[src/rtl/bcd2bin_hh_2dig.sv]
// Sequential two-digit BCD-to-binary loader for the hours field.
// Validates a packed BCD byte, converts by iterative add-ten, and range-checks the result.
`timescale 1ns/1ps
module bcd2bin_hh_2dig #(
  parameter int unsigned N       = 5,
  parameter int unsigned MAX_VAL = 23
) (
  input  logic         clk,
  input  logic         reset,
  input  logic [7:0]   data_BCD,
  input  logic         start,
  output logic         ready,
  output logic         busy,
  output logic         done,
  output logic         err,
  output logic [N-1:0] hour_bin
);

  localparam int unsigned DIG_W = 4;
  localparam int unsigned ACC_W = 7;
  localparam logic [DIG_W-1:0] DIG_MAX = DIG_W'(9);
  localparam logic [ACC_W-1:0] ACC_TEN = ACC_W'(10);
  localparam logic [ACC_W-1:0] ACC_MAX = ACC_W'(MAX_VAL);

  typedef enum logic [2:0] {
    IDLE  = 3'd0,
    CHECK = 3'd1,
    CONV  = 3'd2,
    DONE  = 3'd3,
    ERR   = 3'd4
  } state_t;

  state_t             state, state_nx;
  logic [DIG_W-1:0]   tens, tens_nx;
  logic [DIG_W-1:0]   units, units_nx;
  logic [ACC_W-1:0]   acc, acc_nx;
  logic [N-1:0]       hour_nx;

  // Next-state and datapath updates
  always_comb begin
    state_nx = state;
    tens_nx  = tens;
    units_nx = units;
    acc_nx   = acc;
    hour_nx  = hour_bin;
    case (state)
      IDLE: begin
        if (start) begin
          tens_nx  = data_BCD[7:4];
          units_nx = data_BCD[3:0];
          state_nx = CHECK;
        end
      end
      CHECK: begin
        if ((tens > DIG_MAX) || (units > DIG_MAX)) begin
          state_nx = ERR;
        end else begin
          acc_nx   = ACC_W'(units);
          state_nx = CONV;
        end
      end
      CONV: begin
        if (tens != '0) begin
          acc_nx  = acc + ACC_TEN;
          tens_nx = tens - DIG_W'(1);
        end else if (acc <= ACC_MAX) begin
          // Truncate only after the range check has passed
          hour_nx  = N'(acc);
          state_nx = DONE;
        end else begin
          state_nx = ERR;
        end
      end
      DONE:    state_nx = IDLE;
      ERR:     state_nx = IDLE;
      default: state_nx = IDLE;
    endcase
  end

  // State, datapath and registered status outputs
  always_ff @(posedge clk or negedge reset) begin
    if (!reset) begin
      state    <= IDLE;
      tens     <= '0;
      units    <= '0;
      acc      <= '0;
      hour_bin <= '0;
      ready    <= 1'b1;
      busy     <= 1'b0;
      done     <= 1'b0;
      err      <= 1'b0;
    end else begin
      state    <= state_nx;
      tens     <= tens_nx;
      units    <= units_nx;
      acc      <= acc_nx;
      hour_bin <= hour_nx;
      ready    <= (state_nx == IDLE);
      busy     <= (state_nx != IDLE);
      done     <= (state_nx == DONE);
      err      <= (state_nx == ERR);
    end
  end

endmodule

[config.mk]
export PLATFORM = sky130hd
export DESIGN_NAME = bcd2bin_hh_2dig
export DESIGN_NICKNAME = d
export VERILOG_FILES = /design/src/rtl/bcd2bin_hh_2dig.sv
export SDC_FILE = /design/constraint.sdc
export NUM_CORES = 1
export LEC_CHECK = 0
export BUFFER_PORTS_ARGS = -buffer_cell sky130_fd_sc_hd__buf_2
export CAP_MARGIN = 25
export CORE_MARGIN = 2
export CORE_UTILIZATION = 46
export DETAILED_ROUTE_END_ITERATION = 16
export PLACE_DENSITY = 0.74
export SLEW_MARGIN = 15
export SYNTH_ARGS = -nofsm -noshare
export SYNTH_HDL_FRONTEND = slang
export SYNTH_SLANG_ARGS = --single-unit
[constraint.sdc]
create_clock -name clk -period 3.3 [get_ports clk]
set_input_delay 0 -clock clk [delete_from_list [all_inputs] [get_ports clk]]
set_output_delay 0 -clock clk [all_outputs]
set_load 0.1 [all_outputs]
Yosys cells after proc, flatten, opt, wreduce, memory -nomap -nowiden:

Index checks and enable logic that the tools add are counted.

* output and inout bits: 9
* bits in writable memories: 0
* flip-flop bits (word level): 27
* ROM bits: 0
* memories kept: 0
* bits of input ports: 11
* word-level logic and storage cells: 44
* bits in latches: 0

* div/mod/pow operators: 0
* $mul: 0
* eq/ne operators: 7
* bitwise logic cells: 1
* muxes and demuxes: 11
* shift operators: 0
* $lt $le $gt $ge: 3
* reductions and logical operators: 11
* $add $sub $neg: 2

Operators by type and width (number)
* two-way mux 7 bit: 2
* case mux 7 bit (2 select lines): 1
* two-way mux 3 bit: 4
* case mux 3 bit (3 select lines): 1
* AND reduction 3 bit: 3
* greater-than comparator 4 bit, second input constant: 2
* two-way mux 4 bit: 2
* case mux 4 bit (2 select lines): 1
* adder 7 x 4 -> 7 bit, second input constant: 1
* <= comparator 7 x 5 -> 1 bit, second input constant: 1
* == test 3 x 2 -> 1 bit, second input constant: 2
* zero test 3 bit: 2
* != test 2 bit, second input constant: 3
* nonzero test 2 bit: 2
* nonzero test 4 bit: 1
* subtractor 4 x 1 -> 4 bit, second input constant: 1
* == test 3 x 1 -> 1 bit, second input constant: 1
* == test 3 bit, second input constant: 1
* nonzero test 3 bit: 1
* AND reduction 2 bit: 1
* logical OR 1 bit: 1
* inverter 1 bit: 1

Depth between registers and ports, before layout:

* depth after elaboration: 5
* mapped depth: 6
* depth with buffers taken out: 6

Least setup slack after synthesis:

Ideal clock, no wire load.

* path kind: register to register
* start: reg tens[0]
* end: reg hour_bin[0]
* path buffers: 0
* data required time: 3175 ps
* clock period less this slack: 1764 ps
* data arrival time: 1639 ps
* setup slack: 1536 ps
* setup time: 125 ps
* cell stages (with the launch flop): 7
* cells stage by stage: dfrtp_1 inv_1 ha_1 nor3b_4 nand2_1 nor2_2 mux2_2

* cells in the longest elaborated chain, start to end: 3

Ends and longest elaborated chain
* start: declaration: RTL line 34 `logic [DIG_W-1:0] tens, tens_nx;`
* start signal: assignment: RTL line 94 `tens <= tens_nx;`
* nonzero test 4 bit: RTL line 63 `if (tens != '0) begin`
* inverter 1 bit (no source line)
* AND reduction 3 bit (no source line)
* end signal: assignment: RTL line 97 `hour_bin <= hour_nx;`
* end: declaration: RTL line 16 `output logic [N-1:0] hour_bin`

Every way passes these cells.
A chain may end at the register's enable or synchronous reset.

Worst setup path in the final report:

* start: reg tens[0]
* end: reg hour_bin[2]

Same word-level chain as after synthesis.

==> out/qor.csv <==
stage,metric,value,unit
run_status,outcome,"complete, no violations",
global_route,grtUsageTotal,0.171,
synth,ys_seq_elements,27,
finish,final_cell_mix,"dfrtp_1, nand2_1, buf_2, o21ai_0, dlygate4sd3_1",
placed_design,hpwl,1710,um
finish,antenna_cells,0,
global_route,grt_overflow,0,
timing,max_slew.worst_pin.slew,1020,ps
die,die_w,57.4,um
global_route,grt_first_pass_wirelength,4380,um
job,max_cap_viol_count,0,
synth,synth_simple_gate_area_frac,0.198,
die,rows,19,
global_route,antenna_found_initial,0,
synth,async_reset_ff_frac,1.00,
timing,fin_crit_sh,0.612,
timing,finalSetupViolCount,0,
worst_hold_path,hp-class,in2reg,
drt,dr.pass1.iters,4,
worst_hold_path,min-delay-start,data_BCD[5],
clock_tree,cts_tree,built,
global_route,grt_start_max_net_pins,28,
drt,drc_errors,0,
synth,synth_area_per_cell,10.7,um^2
timing,final.min_clock_period,2020,ps
worst_setup_path,reg2reg_depth,6,
clock_tree,cts-htree-levels,1,
synth,synth_area_leaders,"dfrtp_1, nand2_1, mux2_2",
timing,fin_skew,5.06,ps
clock_tree,cts_resized,0,
die,die_h,57.4,um
synth,synth_edf_count,0,
finish,final_common_cell,dfrtp_1,
synth,syn_inst,123,
drt,wire_per_inst,13.4,um
clock_tree,ctsHoldBuffers,7,
timing,tns,0,ps
worst_hold_path,min_to,tens[1],
drt,wl_met2,1140,um
placed_design,place.gp.congestion,0.838,
worst_setup_path,crit_fanout,8,
worst_setup_path,rrSetupSlack,1280,ps
synth,ys_seq_area_frac,0.515,
die,core,2730,um^2
timing,max_freq,495,MHz
die,io_pins,20,
die,initial_core_util,0.481,
worst_setup_path,end_kind,flip-flop,
worst_setup_path,crit_type,reg2reg,
drt,drt-initial-drc-count,24,
drt,drt-total-wl,2430,um
drt,via_per_inst,5.43,
finish,syn_to_final_growth,16.5,%
finish,nets,166,
placed_design,numPortBuffers,19,
synth,synth_adder_area_share,0.0381,
clock_tree,clock-sinks,27,
synth,ys_types,36,
synth,yosys.area.top_type,dfrtp_1,
synth,synth_top_family_by_area,simple AND/OR/NAND/NOR gates,
clock_tree,cts_buffer_depth,2,
worst_setup_path,r2r_start,tens[0],
die,fp.dieArea,3300,um^2
global_route,grt_pass1_vias,978,
clock_tree,post-cts-setup-buffer-count,0,
worst_setup_path,cp.required,3520,ps
synth,synth_xor_area_frac,0.0267,
drt,vias,982,
synth,syn-cell-area,1310,um^2
timing,slew_violations,0,
drt,wl_met3,74,um
synth,synth_fp_nets,138,
worst_setup_path,r2r_end,hour_bin[2],
timing,slew_headroom,0.312,
synth,yosys.area.top_type_share,0.495,
synth,synth-compound-area-share,0.146,
drt,met1_length,1180,um
worst_hold_path,hold_depth,4,
clock_tree,clkTransAtPathRegs,140,ps
timing,rsz0062_at_grt,false,
drt,maxUsedRoutingLayer,met4,
synth,ys_warn_count,0,
timing,hold_viol,0,
finish,layout-drive-gt1-share,0.253,
synth,synth-main-ff-cell,dfrtp_1,
clock_tree,clk-insertion-delay-late,320,ps
worst_setup_path,cp-start-kind,flip-flop,
synth,synthMuxAreaShare,0.0543,
drt,drtAntennaViolNets,0,
clock_tree,cts_root_buffer,clkbuf_4,
clock_tree,cts_made_buffers,3,
worst_setup_path,arrival,2240,ps
[layout make-up]
class | instances | area, um^2
Clock buffer | 4 | 26.3
Timing Repair Buffer | 26 | 165
Multi-Input combinational cell | 89 | 608
Inverter | 4 | 15.0
Tap cell | 31 | 38.8
Sequential cell | 27 | 677
Fill cell | 244 | 1200
[worst max path at each step]
| stage | endpoint | slack (ps) | startpoint | depth (start not counted) |
|---|---|---|---|---|
| 2_1_floorplan | hour_bin[0] | 1540 | tens[0] | 6 |
| 5_1_grt | hour_bin[2] | 1130 | tens[0] | 6 |
| 6_report | hour_bin[2] | 1280 | tens[0] | 6 |
| 3_3_place_gp | hour_bin[3] | 1340 | tens[0] | 6 |
| 4_1_cts | hour_bin[2] | 1270 | tens[0] | 6 |
| 3_5_place_dp | hour_bin[2] | 1300 | tens[0] | 6 |
[synthesized netlist by cell type (all sizes together) (3+ instances only)]
master and number:
mux2 6, a21oi 3, xnor2 3, ha 4
nor3 4, inv 4, nand2 21, dfrtp 26
o21ai 12, nor2 8, nand3 6
[metrics by stage]
| step | setup WS (ps) | utilization | instance area, um^2 | hold slack (ps) | std cells |
|---|---|---|---|---|---|
| final | 1280 | 0.560 | 1530 | 19.2 | 181 |
| after global routing | 1130 | 0.560 | 1530 | 42.7 | 181 |
| after CTS | 1270 | 0.560 | 1530 | 14.7 | 181 |
| after detailed placement | 1300 | 0.524 | 1430 | 36.7 | 170 |
| after global placement | 1340 | 0.524 | 1430 | 34.2 | 170 |
| after floorplan | 1540 | - | 1310 | -296 | 123 |
[logic make-up (layout without fill, tap and decap cells)]
kind of cell / count (synthesis) / after routing
XOR/XNOR: 4 / 4
multiplexers: 6 / 6
AO/OA/AOI/OAI: 27 / 27
AND/OR/NAND/NOR: 48 / 48
buffers and inverters: 7 / 34
flip-flops: 27 / 27
adder cells (fa/ha/maj): 4 / 4
[flip-flops by register name, summed over array words and instances, names as in the netlist]
name      cells
acc           7
units         4
tens          4
busy          1
done          1
ready         1
err           1
hour_bin      5
state         3
[worst max-delay path, cell delays in order, from the launching register on]
cell     delay (ps)
dfrtp_1         430
inv_1           140
ha_1            160
nor3b_4         390
nand2_1         140
nor2_2          290
mux2_2          370
[layer usage]
layer	vias to the layer above	global-route usage
li1	486	-
met1	470	0.234
met2	22	0.269
met3	4	0.0295
met4	0	0.0698
met5	-	0
Power is left out: the tool's default activity adds up to more than one toggle a clock period on the data nets, which glitch-free logic cannot reach.
